`src/rtl/pio_svc_pkg.sv`:
```
// Shared FSM state type and PIO slave register map for the edge-capture
// servicer and its helpers.
package pio_svc_pkg;

  typedef enum logic [2:0] {
    INIT,
    IDLE,
    RD,
    WAIT,
    CLR,
    GUARD
  } svc_state_e;

  localparam logic [1:0] DATA_ADDR = 2'd0;
  localparam logic [1:0] DIR_ADDR  = 2'd1;
  localparam logic [1:0] MASK_ADDR = 2'd2;
  localparam logic [1:0] EDGE_ADDR = 2'd3;

endpackage

```
`src/rtl/pio_evt_accum.sv`:
```
// Pending-event accumulator: ORs masked edge captures into a set, offers the
// set on a valid/ready stream and flags bits that arrive while still unconsumed.
module pio_evt_accum #(
  parameter int unsigned DATA_WIDTH = 8
) (
  input  logic                  clk,
  input  logic                  reset_n,
  input  logic                  i_sample,
  input  logic [DATA_WIDTH-1:0] i_captured,
  input  logic [DATA_WIDTH-1:0] i_mask,
  input  logic                  i_evt_ready,
  output logic [DATA_WIDTH-1:0] o_evt_data,
  output logic                  o_evt_valid,
  output logic                  o_overrun
);

  logic [DATA_WIDTH-1:0] r_pending;
  logic                  r_valid;
  logic                  r_overrun;
  logic [DATA_WIDTH-1:0] w_accepted;
  logic [DATA_WIDTH-1:0] w_new;
  logic [DATA_WIDTH-1:0] w_pending_next;
  logic                  w_overrun_next;

  // Bits handed over this cycle are dropped; a capture landing in the same
  // cycle as an accept stays pending for the next event.
  always_comb begin
    w_accepted     = (r_valid && i_evt_ready) ? r_pending : '0;
    w_new          = i_sample ? (i_captured & i_mask) : '0;
    w_pending_next = (r_pending & ~w_accepted) | w_new;
    w_overrun_next = |(w_new & r_pending & ~w_accepted);
  end

  always_ff @(posedge clk) begin
    if (!reset_n) begin
      r_pending <= '0;
      r_valid   <= 1'b0;
      r_overrun <= 1'b0;
    end else begin
      r_pending <= w_pending_next;
      r_valid   <= (w_pending_next != '0);
      r_overrun <= w_overrun_next;
    end
  end

  assign o_evt_data  = r_pending;
  assign o_evt_valid = r_valid;
  assign o_overrun   = r_overrun;

endmodule

```
`src/rtl/pio_edge_irq_servicer.sv`:
```
// Avalon-MM initiator that programs a PIO slave's irq mask, then on each irq
// reads and clears its edge-capture register and streams the captured bits.
module pio_edge_irq_servicer
  import pio_svc_pkg::*;
#(
  parameter int unsigned DATA_WIDTH   = 8,
  parameter int unsigned READ_LATENCY = 1,
  parameter logic [1:0]  MASK_ADDR    = pio_svc_pkg::MASK_ADDR,
  parameter logic [1:0]  EDGE_ADDR    = pio_svc_pkg::EDGE_ADDR
) (
  input  logic                  clk,
  input  logic                  reset_n,
  input  logic [DATA_WIDTH-1:0] mask_cfg,
  input  logic                  irq,
  output logic [1:0]            avm_address,
  output logic                  avm_chipselect,
  output logic                  avm_write_n,
  output logic [31:0]           avm_writedata,
  input  logic [31:0]           avm_readdata,
  output logic [DATA_WIDTH-1:0] evt_data,
  output logic                  evt_valid,
  input  logic                  evt_ready,
  output logic                  overrun,
  output logic                  busy
);

  localparam int unsigned      CNT_W    = $clog2(READ_LATENCY + 1);
  localparam logic [CNT_W-1:0] CNT_LOAD = CNT_W'(READ_LATENCY);
  localparam logic [CNT_W-1:0] CNT_LAST = CNT_W'(1);

  svc_state_e            r_state;
  svc_state_e            w_state_next;
  logic [CNT_W-1:0]      r_lat_cnt;
  logic [DATA_WIDTH-1:0] r_mask_shadow;
  logic                  r_cs;
  logic                  r_write_n;
  logic [1:0]            r_addr;
  logic [31:0]           r_wdata;
  logic                  r_busy;
  logic                  w_cs;
  logic                  w_write_n;
  logic [1:0]            w_addr;
  logic [31:0]           w_wdata;
  logic                  w_sample;
  logic                  w_unused_rd;

  assign w_sample    = (r_state == WAIT) && (r_lat_cnt == CNT_LAST);
  assign w_unused_rd = ^avm_readdata[31:DATA_WIDTH];

  // Bus strobes are registered: the mask write leaves INIT, while the read and
  // the clear are launched as RD and CLR are entered so they show in those states.
  always_comb begin
    w_state_next = r_state;
    w_cs         = 1'b0;
    w_write_n    = 1'b1;
    w_addr       = '0;
    w_wdata      = '0;
    case (r_state)
      INIT:  w_state_next = IDLE;
      IDLE: begin
        if (mask_cfg != r_mask_shadow) w_state_next = INIT;
        else if (irq)                  w_state_next = RD;
      end
      RD:    w_state_next = WAIT;
      WAIT:  if (r_lat_cnt == CNT_LAST) w_state_next = CLR;
      CLR:   w_state_next = GUARD;
      GUARD: w_state_next = IDLE;
      default: w_state_next = INIT;
    endcase
    if (r_state == INIT) begin
      w_cs      = 1'b1;
      w_write_n = 1'b0;
      w_addr    = MASK_ADDR;
      w_wdata   = 32'(mask_cfg);
    end else if (w_state_next == RD) begin
      w_cs   = 1'b1;
      w_addr = EDGE_ADDR;
    end else if (w_state_next == CLR) begin
      w_cs      = 1'b1;
      w_write_n = 1'b0;
      w_addr    = EDGE_ADDR;
      w_wdata   = 32'({DATA_WIDTH{1'b1}});
    end
  end

  always_ff @(posedge clk) begin
    if (!reset_n) begin
      r_state       <= INIT;
      r_lat_cnt     <= '0;
      r_mask_shadow <= '0;
      r_cs          <= 1'b0;
      r_write_n     <= 1'b1;
      r_addr        <= '0;
      r_wdata       <= '0;
      r_busy        <= 1'b1;
    end else begin
      r_state   <= w_state_next;
      r_cs      <= w_cs;
      r_write_n <= w_write_n;
      r_addr    <= w_addr;
      r_wdata   <= w_wdata;
      r_busy    <= (w_state_next != IDLE);
      if (r_state == INIT) r_mask_shadow <= mask_cfg;
      if (r_state == RD)
        r_lat_cnt <= CNT_LOAD;
      else if (r_state == WAIT)
        r_lat_cnt <= r_lat_cnt - CNT_W'(1);
    end
  end

  pio_evt_accum #(
    .DATA_WIDTH(DATA_WIDTH)
  ) u_accum (
    .clk        (clk),
    .reset_n    (reset_n),
    .i_sample   (w_sample),
    .i_captured (avm_readdata[DATA_WIDTH-1:0]),
    .i_mask     (r_mask_shadow),
    .i_evt_ready(evt_ready),
    .o_evt_data (evt_data),
    .o_evt_valid(evt_valid),
    .o_overrun  (overrun)
  );

  assign avm_chipselect = r_cs;
  assign avm_write_n    = r_write_n;
  assign avm_address    = r_addr;
  assign avm_writedata  = r_wdata;
  assign busy           = r_busy;

endmodule

```
`config.mk`:
```
export PLATFORM = sky130hd
export DESIGN_NAME = pio_edge_irq_servicer
export DESIGN_NICKNAME = d
export VERILOG_FILES = /design/src/rtl/pio_svc_pkg.sv /design/src/rtl/pio_evt_accum.sv /design/src/rtl/pio_edge_irq_servicer.sv
export SDC_FILE = /design/constraint.sdc
export NUM_CORES = 1
export LEC_CHECK = 0
export BUFFER_PORTS_ARGS = -buffer_cell sky130_fd_sc_hd__buf_4
export CAP_MARGIN = 20
export CORE_UTILIZATION = 46
export DETAILED_ROUTE_END_ITERATION = 10
export PLACE_DENSITY = 0.95
export SLEW_MARGIN = 5
export SYNTH_ARGS = -nofsm -noshare
export SYNTH_HDL_FRONTEND = slang
export SYNTH_SLANG_ARGS = --single-unit
```
`constraint.sdc`:
```
create_clock -name clk -period 3 [get_ports clk]
set_input_delay 0.15 -clock clk [delete_from_list [all_inputs] [get_ports clk]]
set_output_delay 0.15 -clock clk [all_outputs]
set_load 0.01 [all_outputs]
```
After elaboration in Yosys (flattened, before gate mapping)
Cells that the tools add are included.
Word-level totals
  register bits: 59
  input port bits: 44
  output and inout port bits: 47
  logic and storage cells: 59
Cells by class
  add/sub/neg operators: 1
  eq/ne operators: 9
  mux-type cells: 20
  bitwise operators: 7
  reduce and logical (&&, ||, !) cells: 9
Operators with widths (number)
  two-way mux 8 bit: 5
  bitwise AND 8 bit: 4
  case mux 3 bit (5 select lines): 1
  equality test 3 x 2 -> 1 bit, second input constant: 3
  equality test 3 bit, second input constant: 3
  two-way mux 3 bit: 3
  two-way mux 1 bit: 8
  inequality test 8 bit: 1
  NOT 8 bit: 1
  bitwise OR 8 bit: 1
  nonzero test 8 bit: 1
  OR reduction 8 bit: 1
  two-way mux 2 bit: 3
  OR reduction 2 bit: 2
  equality test 3 x 1 -> 1 bit, second input constant: 1
  zero test 3 bit: 1
  inequality test 3 x 1 -> 1 bit, second input constant: 1
  OR reduction 3 bit: 1
  logical AND 1 bit: 2
  nonzero test 2 bit: 1
  NOT 1 bit: 1
  subtractor 1 bit, second input constant: 1

Longest topological paths before layout
Gate-level depths: netlist of run 1.
  depth after elaboration: 7
  depth in mapped cells: 6
  mapped depth without buffers: 4

By module
Synthesis of run 1 repeated with hierarchy kept, for this count alone.
Unflattened totals
  cell total of the unflattened synthesis: 193
  area, all modules: 1650.3 sq um
By module, submodules not included
  pio_edge_irq_servicer: instances 1, cells each 137, area each 1182.4 sq um
  pio_evt_accum: instances 1, cells each 56, area each 467.9 sq um

Worst setup path after synthesis of run 1
Ideal clock, no wire load.
  path type: reg2reg
  start: register r_state[2]
  end: register r_addr[0] (netlist: avm_address[0])
  library setup time: 0.062 ns
  data arrival time: 1.461 ns
  setup slack: 1.477 ns
  stages on the path, launching flop included: 6
  buffers on the path: 1
  path through: dfxtp_1 -> buf_6 -> nand2b_4 -> or3_1 -> or4_4 -> nand2_1
On the way
  cells in the longest elaborated chain, start to end: 6
  elaborated cells between the ends (all ways): 16
  classes of those cells: 7 x eq/ne; 6 x mux; 3 x reduce/logical
RTL lines
  start, declared: line pio_edge_irq_servicer.sv:31  | svc_state_e r_state;
  start signal, assigned: line pio_edge_irq_servicer.sv:97  | r_state <= w_state_next;
  equality test 3 bit (tied with other cells): line pio_edge_irq_servicer.sv:58  | case (r_state)
  OR reduction 2 bit (no line) / two-way mux 3 bit (equally long branches)
  case mux 3 bit (5 select lines): line pio_edge_irq_servicer.sv:58
  equality test 3 bit: line pio_edge_irq_servicer.sv:78  | end else if (w_state_next == CLR) begin
  two-way mux 2 bit: line pio_edge_irq_servicer.sv:78
  two-way mux 2 bit: line pio_edge_irq_servicer.sv:75  | end else if (w_state_next == RD) begin
  end signal, assigned: line pio_edge_irq_servicer.sv:100  | r_addr <= w_addr;
  end, declared: line pio_edge_irq_servicer.sv:37  | logic [1:0] r_addr;
Several ways; a longest one is shown, not always the timed one.
A chain may end at the register's enable or synchronous reset.

Worst setup path after layout of run 1
  start: register r_mask_shadow[0]
  end: register r_busy (netlist: busy)
On the way
  cells in the longest elaborated chain, start to end: 4
RTL lines
  start, declared: line pio_edge_irq_servicer.sv:34  | logic [DATA_WIDTH-1:0] r_mask_shadow;
  start signal, assigned: line pio_edge_irq_servicer.sv:103  | if (r_state == INIT) r_mask_shadow <= mask_cfg;
  inequality test 8 bit: line pio_edge_irq_servicer.sv:61  | if (mask_cfg != r_mask_shadow) w_state_next = INIT;
  two-way mux 3 bit: line pio_edge_irq_servicer.sv:61
  case mux 3 bit (5 select lines): line pio_edge_irq_servicer.sv:58
  inequality test 3 x 1 -> 1 bit: line pio_edge_irq_servicer.sv:102  | r_busy <= (w_state_next != IDLE);
  end signal, assigned: line pio_edge_irq_servicer.sv:102
  end, declared: line pio_edge_irq_servicer.sv:39  | logic r_busy;
No other way between the ends.

==> impl_metrics.yaml, run 1 <==
worst_setup_path:
  worst-path-max-fanout: 5
  crit_chain: "xnor2_1 -> or3b_2 -> nor4_1 -> o21ai_0"
  rrSetupSlack_ps: 1310
  path_class: "reg2reg"
  r2r_cells: 4
  crit_arrival_ps: 1910
  crit_family: "simple AND/OR/NAND/NOR gates"
  timing.rr.end: "busy"
  cp_num_buf_inv: 0
  worst-path-stages: 4
  rr_startpoint: "r_mask_shadow[0]"
  required_ps: 3220
  slowest_delay_ps: 460
  startpoint_type: "flop"
  critical_path.slowest_cell: "or3b_2"
  cp-startpoint: "r_mask_shadow[0]"
  cp-end-kind: "flop"
cts:
  path_clk_slew_ps: 100
  htreeDepth: 2
  cts_buffers: 5
  cts_tree: "done"
  cts_resized: 0
  cts_sinks: 34
  cts.path.max_buffers: 2
  cts_root_buffer: "clkbuf_4"
  clkLatencyLatePin_ps: 340
  postCtsSetupRepairBufs: 0
  postCtsHoldBufs: 0
route:
  firstDrtPassIters: 4
  first_iter_violations: 59
  routed_wl_mm: 3.32
  wl_per_cell_um: 12.1
  drc: 0
  num_vias: 1378
  via_per_inst: 5.01
  ant_nets: 0
floorplanning:
  rows: 20
  die_w_um: 60.4
  die_y_um: 60.4
  ios: 91
  die_area_um2: 3650
  fp.coreArea_um2: 3150
  initial_core_util_pct: 49.7
grt:
  met3_usage_pct: 6.61
  antenna_found_initial: 0
  grt_pass1_vias: 1166
  grt.total_usage_pct: 19.2
  grt_overflow: 0
  grt_max_degree: 22
  busiest_layer: "met2"
  grt_use_met2_pct: 29.5
  grt_pass1_wl_mm: 5.06
  gr-usage-met1_pct: 23.8
synth:
  synth_top_area_share_pct: 43.4
  ys_top_cells_by_area: "dfxtp_1 43%, buf_4 12%, nand2_1 9.8%"
  synth_area_leader_cell: "dfxtp_1"
  synthMuxAreaShare_pct: 0
  ys_seq_area_share_pct: 43.4
  ys.warnings.count: 0
  synth-simple-area-share_pct: 23.4
  synthAdderAreaFrac_pct: 0
  syn_inst: 188
  synthesis.area_um2: 1570
  synthXorXnorAreaFrac_pct: 4.47
  synth_cell_types: 31
  avgSynthCellArea_um2: 8.34
  synth_compound_area_share_pct: 13.5
  synth_top_family_by_area: "simple AND/OR/NAND/NOR gates"
  ys_seq_elements: 34
layout:
  finalNetCount: 274
  area_growth_pct: 19.4
  utilization_pct: 59.4
  antennaDiodeCount: 0
  final_cell_mix: "43 x buf_4, 41 x nand2_1, 34 x dfxtp_1"
  multi_input_area_um2: 738
  drive_gt1_share_pct: 23.8
  regArea_um2: 681
  layout_commonest_cell: "buf_4"
  fillerInstances: 304
sta:
  fin_crit_sh_pct: 56.5
  setup_violations: 0
  hold_viol_final: 0
  worst-slew-pin-transition_ps: 639
  finalCriticalPeriod_ps: 1690
  fmax_ghz: 0.590
  fin_ws_ps: 1310
  rsz0062_at_grt: "false"
  slew_headroom_pct: 57.3
  setup_tns_ps: 0
  skew_ps: 8.37
  slew_violations: 0
hold_path:
  min_to: "avm_writedata[4]"
  worstHoldStart: "mask_cfg[4]"
  holdPathStages: 3
  hp-class: "in2reg"
place:
  place_ws_ps: 1340
  globalplace.congestion: 0.817
  dpl.hpwl_mm: 2.50
  port-buffer-count: 42
pwr:
  power_leakage_nw: 0.871
  powerDensity_nw_per_um2: 461
  ir_drop_mv: 0.217
run_status:
  status: "finished clean"
job:
  drv_cap: 0
==> state kept, by name, summed over array words and instances, names as in the netlist <==
register and cells:
avm_address 1, avm_chipselect 1, avm_write_n 1, avm_writedata 8
busy 1, r_lat_cnt 1, r_mask_shadow 8, r_state 3
u_accum.o_evt_data 8, u_accum.o_evt_valid 1, u_accum.o_overrun 1
==> cells in the mapped netlist, drive strengths merged <==
library cell and instances:
conb 1, o2111ai 1, nand3 9, buf 28, or3b 1, a32oi 8
or4 3, a22oi 4, nand2b 1, inv 4, nor4 1, nand4b 1
dfxtp 34, o21ai 4, a211oi 2, nand2 41, nand4 3, nor3 2
or3 2, clkbuf 3, xnor2 7, xor2 1, a21oi 12, nor2 13
nor3b 1, o21a 1
==> power breakdown <==
group	switching (mW)	internal (mW)
Clock	0.148	0.113
Combinational	0.0643	0.0520
Sequential	0.0164	0.468
==> layer usage <==
| metal | vias up | part of all wire (%) |
|---|---|---|
| li1 | 682 | - |
| met1 | 603 | 40 |
| met2 | 82 | 48 |
| met3 | 11 | 10 |
| met4 | 0 | 2.2 |
| met5 | - | 0 |
==> through the flow <==
stage | total power, mW | instance area [um^2] | hold slack, ps | instances
floorplan | 0.581 | 1650 | 257 | 211
detailed placement | 0.611 | 1810 | 370 | 267
CTS | 0.869 | 1870 | 15.0 | 275
global route | 0.910 | 1870 | 6.47 | 275
global placement | 0.605 | 1810 | 373 | 267
finish | 0.862 | 1870 | 29.0 | 275
==> layout make-up <==
type                            count  area share [%]
Multi-Input combinational cell    142            39.4
Clock inverter                      1           0.267
Sequential cell                    34            36.4
Tap cell                           44            2.94
Inverter                            4           0.802
Timing Repair Buffer               43            17.2
Clock buffer                        7            2.94
==> logic make-up (layout without fill, tap and decap cells) <==
group                  count (synthesis)  count (layout)
buffers and inverters                 35              55
flip-flops                            34              34
other                                  1              24
AO/OA/AOI/OAI                         32              32
XOR/XNOR                               8               8
AND/OR/NAND/NOR                       78              78
==> worst register-to-register path, cell delays in order, from the launching register on <==
cell and delay [ps]:
dfxtp_1 420, xnor2_1 150, or3b_2 460, nor4_1 420
o21ai_0 130
==> how the worst max path moves through the flow <==
stage	to
2_1_floorplan	avm_address[0]
3_3_place_gp	avm_writedata[4]
3_5_place_dp	avm_writedata[6]
4_1_cts	avm_writedata[6]
5_1_grt	avm_writedata[5]
6_report	busy
(Power assumes the default switching activity.)
==> inputs of run 2 (changes only) <==
--- a/config.mk
+++ b/config.mk
@@ -7,9 +7,9 @@
 export LEC_CHECK = 0
 export BUFFER_PORTS_ARGS = -buffer_cell sky130_fd_sc_hd__buf_4
 export CAP_MARGIN = 20
-export CORE_UTILIZATION = 46
+export CORE_UTILIZATION = 43
 export DETAILED_ROUTE_END_ITERATION = 10
-export PLACE_DENSITY = 0.95
+export PLACE_DENSITY = 0.91
 export SLEW_MARGIN = 5
 export SYNTH_ARGS = -nofsm -noshare
 export SYNTH_HDL_FRONTEND = slang
==> constraint.sdc (replaced) <==
create_clock -name clk -period 1.6 [get_ports clk]
set_input_delay 0.08 -clock clk [delete_from_list [all_inputs] [get_ports clk]]
set_output_delay 0.08 -clock clk [all_outputs]
set_load 0.01 [all_outputs]
==> run 2 against run 1 <==
Compared with the run above: core utilization increased by 0.34 points; combinational power rose by 130%; first-iteration DRC count is 59% higher; cell count increased by 6.9%.
==> impl_metrics.yaml, run 2 (synthesis results as in run 1) <==
worst_setup_path:
  required_ps: 1880
  slowest_delay_ps: 530
  crit_arrival_ps: 1850
  startpoint_type: "input port"
  rrSetupSlack_ps: 50
  worst-path-max-fanout: 3
  crit_family: "simple AND/OR/NAND/NOR gates"
  cp-end-kind: "flop"
  crit_chain: "dlygate4sd3_1 -> buf_4 -> xnor2_1 -> nand4_1 -> or4_4 -> nand2_1"
  path_class: "in2reg"
  critical_path.slowest_cell: "dlygate4sd3_1"
  cp_num_buf_inv: 2
cts:
  cts_tree: "done"
  cts_sinks: 34
  path_clk_slew_ps: 100
  cts_root_buffer: "clkbuf_4"
  htreeDepth: 2
  clkLatencyLatePin_ps: 340
  postCtsSetupRepairBufs: 0
  cts_buffers: 5
  cts.path.max_buffers: 2
floorplanning:
  die_w_um: 62.4
  initial_core_util_pct: 45.9
  rows: 21
  die_area_um2: 3890
  ios: 91
  die_y_um: 62.4
  fp.coreArea_um2: 3420
sta:
  fmax_ghz: 0.639
  rsz0062_at_grt: "false"
  slew_violations: 0
  hold_viol_final: 0
  whs_ps: 24.0
  setup_violations: 0
  finalCriticalPeriod_ps: 1570
  setup_tns_ps: 0
  skew_ps: 7.76
  fin_crit_sh_pct: 97.9
grt:
  grt_pass1_wl_mm: 5.78
  grt_pass1_vias: 1301
  antenna_found_initial: 0
  grt.total_usage_pct: 18.9
  grt_max_degree: 18
  grt_overflow: 0
job:
  drv_cap: 0
layout:
  layout_commonest_cell: "buf_4"
  antennaDiodeCount: 0
  drive_gt1_share_pct: 25.8
  area_growth_pct: 30.1
  final_cell_mix: "52 x buf_4, 41 x nand2_1, 34 x dfxtp_1"
  finalNetCount: 292
pwr:
  finalPower_mw: 1.60
  powerDensity_nw_per_um2: 784
  ir_drop_mv: 0.555
  power_leakage_nw: 0.955
route:
  first_iter_violations: 94
  firstDrtPassIters: 4
  via_per_inst: 5.11
  num_vias: 1502
  ant_nets: 0
  drc: 0
  wl_per_cell_um: 12.5
  routed_wl_mm: 3.67
place:
  dpl.hpwl_mm: 2.60
  port-buffer-count: 42
  globalplace.congestion: 0.871
run_status:
  status: "finished clean"
hold_path:
  hp-class: "in2reg"
[run 2: through the flow]
stage / worst slack, ps / instances / util, % / area (um^2)
global route: 6.09 / 294 / 59.7 / 2040
CTS: 43.7 / 294 / 59.2 / 2020
global placement: 74.8 / 278 / 55.1 / 1880
floorplan: 76.7 / 211 / - / 1650
finish: 34.1 / 294 / 59.7 / 2040
detailed placement: -33.0 / 278 / 55.1 / 1880
[run 2: per-layer routing]
metal  vias to the layer above  share of wire [%]  global-route usage [%]  wire length, um
li1                        718                  -                       -                -
met1                       683                 40                    21.9             1480
met2                        89                 47                    33.0             1740
met3                        12                8.6                    4.01              317
met4                         0                3.6                    9.01              132
met5                         -                  0                       0                0
[run 2: worst paths after layout]
| path | start | end | cells past startpoint |
|---|---|---|---|
| worst max register to register | r_mask_shadow[3] | r_state[1] | 4 |
| worst max-delay path | mask_cfg[3] | r_state[1] | 6 |
| worst min register to register | r_mask_shadow[4] | r_mask_shadow[4] | 2 |
| worst min-delay path | avm_readdata[6] | u_accum.o_evt_data[6] | 3 |
[run 2: tightest hold or removal path, cell delays in order]
cell	delay, ps
buf_4	90
a32oi_1	80
nor2_1	80
[run 2: cell type report]
| type | count | area, um^2 |
|---|---|---|
| inverter | 4 | 15.0 |
| timing repair buffer | 61 | 480 |
| multi-input combinational | 142 | 761 |
| sequential | 34 | 681 |
| fill | 317 | 1380 |
| tap | 46 | 57.6 |
| clock buffer | 7 | 45.0 |
[run 2: repair_timing]
action                                  in CTS  in global routing
gates resized for setup                      1                  2
pin swaps                                    0                  1
endpoints found under the hold margin       12                  0
endpoints found under the setup margin       1                  4
hold buffers                                 9                  0
[run 2: report_power, final]
| group | switching [mW] | internal (mW) |
|---|---|---|
| sequential | 0.0290 | 0.878 |
| combinational | 0.142 | 0.127 |
| clock | 0.259 | 0.165 |
| total | 0.430 | 1.17 |
==> inputs of run 3 (changes only) <==
--- a/config.mk
+++ b/config.mk
@@ -10,6 +10,7 @@
 export CORE_UTILIZATION = 43
 export DETAILED_ROUTE_END_ITERATION = 10
 export PLACE_DENSITY = 0.91
+export SETUP_SLACK_MARGIN = 0.1
 export SLEW_MARGIN = 5
 export SYNTH_ARGS = -nofsm -noshare
 export SYNTH_HDL_FRONTEND = slang
==> run 3 against run 2 <==
Compared with the run above: sequential power is essentially flat; worst hold slack worse by 0.94 ps; core utilization grew 1.5 points; clock skew up 4.0 ps; non-clock buffer count is 2 higher.
==> impl_metrics.yaml, run 3 (synthesis results as in run 1) <==
layout:
  layout_commonest_cell: "buf_4"
  regArea_um2: 688
  area_growth_pct: 33.4
  final_cell_mix: "53 x buf_4, 41 x nand2_1, 30 x dfxtp_1"
  fillerInstances: 303
  drive_gt1_share_pct: 29.1
  finalNetCount: 294
  post-route-cell-area_um2: 2090
  stdcell_count: 297
  antennaDiodeCount: 0
  multi_input_area_um2: 768
worst_setup_path:
  crit_family: "simple AND/OR/NAND/NOR gates"
  startpoint_type: "flop"
  rrSetupSlack_ps: 100
  crit_arrival_ps: 1790
  required_ps: 1890
  worst-path-max-fanout: 3
  cp_num_buf_inv: 0
  cp-end-kind: "flop"
  path_class: "reg2reg"
  slowest_delay_ps: 510
  critical_path.slowest_cell: "or4_4"
  crit_chain: "xor2_1 -> or3_1 -> or4_4 -> nand2_1"
run_status:
  status: "finished clean"
place:
  globalplace.congestion: 0.921
  port-buffer-count: 42
  postPlaceCellArea_um2: 1880
  dp.cells: 278
  dpl.hpwl_mm: 2.55
  place_ws_ps: 31.4
cts:
  cts_tree: "done"
  clkLatencyLatePin_ps: 350
  cts_sinks: 34
  path_clk_slew_ps: 110
  cts_root_buffer: "clkbuf_4"
  cts_buffers: 5
  cts.path.max_buffers: 2
  htreeDepth: 2
pwr:
  p_seq_share_pct: 53.7
  switchingPower_uw: 466
  powerDensity_nw_per_um2: 807
  ir_drop_mv: 0.354
  switching_share_pct: 27.6
  internal-power_mw: 1.22
  combPwrFrac_pct: 16.2
  clock_power_share_pct: 30.1
  power_leakage_nw: 0.977
route:
  via_per_inst: 5.08
  firstDrtPassIters: 5
  num_vias: 1510
  first_iter_violations: 79
  wl_per_cell_um: 12.4
  ant_nets: 0
  drc: 0
  routed_wl_mm: 3.69
floorplanning:
  die_area_um2: 3890
  die_y_um: 62.4
  ios: 91
  fp.coreArea_um2: 3420
  die_w_um: 62.4
  rows: 21
  initial_core_util_pct: 45.9
sta:
  setup_tns_ps: 0
  setup_violations: 0
  fin_ws_ps: 98.2
  fin_crit_sh_pct: 93.9
  hold_viol_final: 0
  slew_violations: 0
  finalCriticalPeriod_ps: 1500
  skew_ps: 11.8
  rsz0062_at_grt: "true"
  fmax_ghz: 0.666
grt:
  grt_overflow: 0
  grt_max_degree: 18
  grt_pass1_wl_mm: 5.95
  grt_pass1_vias: 1321
  antenna_found_initial: 0
  grt.total_usage_pct: 20.0
job:
  drv_cap: 0
hold_path:
  hp-class: "in2reg"
[run 3: worst paths after layout]
| check | cells past startpoint | from | to |
|---|---|---|---|
| max | 4 | r_mask_shadow[2] | r_state[1] |
| min | 3 | avm_readdata[5] | u_accum.o_evt_data[5] |
| max reg2reg | 4 | r_mask_shadow[2] | r_state[1] |
| min reg2reg | 2 | r_mask_shadow[2] | r_mask_shadow[2] |
[run 3: cell type report]
cell class              instances  share of cell area [%]
well taps                      46                    2.75
clock buffers                   6                    2.45
flip-flops and latches         34                    32.9
repair buffers                 63                    23.8
clock inverters                 2                   0.598
multi-input cells             142                    36.7
inverters                       4                   0.718
[run 3: worst reg2reg max path: cells and delay by family (launching register included)]
kind          cells  cell delay (ps)
xor+xnor          1              160
flops             1              370
simple gates      3              920
[run 3: through the flow]
stage,util (%),total power [mW],hold WS [ps]
after floorplan,-,1.09,187
after global placement,55.1,1.15,302
after global routing,61.2,1.79,1.94
after CTS,59.8,1.68,4.43
after detailed placement,55.1,1.16,310
final,61.2,1.69,23.1
[run 3: timing repair]
action / CTS / global route
pin swaps: 0 / 1
buffers inserted: 0 / 1
endpoints found under the setup margin: 5 / 5
hold endpoints to repair: 18 / 1
hold buffers: 9 / 1
gates resized for setup: 2 / 8
[run 3: layer usage]
metal  share of wire, %  global-route usage (%)  vias up
li1                   -                       -      718
met1                 40                    23.2      681
met2                 48                    32.8       97
met3                9.1                    6.75       14
met4                2.3                    9.88        0
met5                  0                       0        -
[run 3: power by group through the flow]
stage / logic, mW / clock network, mW / registers [mW]
after floorplan: 0.161 / 0 / 0.928
after detailed placement: 0.236 / 0 / 0.923
final: 0.274 / 0.508 / 0.906
after CTS: 0.256 / 0.519 / 0.904
after global routing: 0.298 / 0.582 / 0.911
after global placement: 0.228 / 0 / 0.922
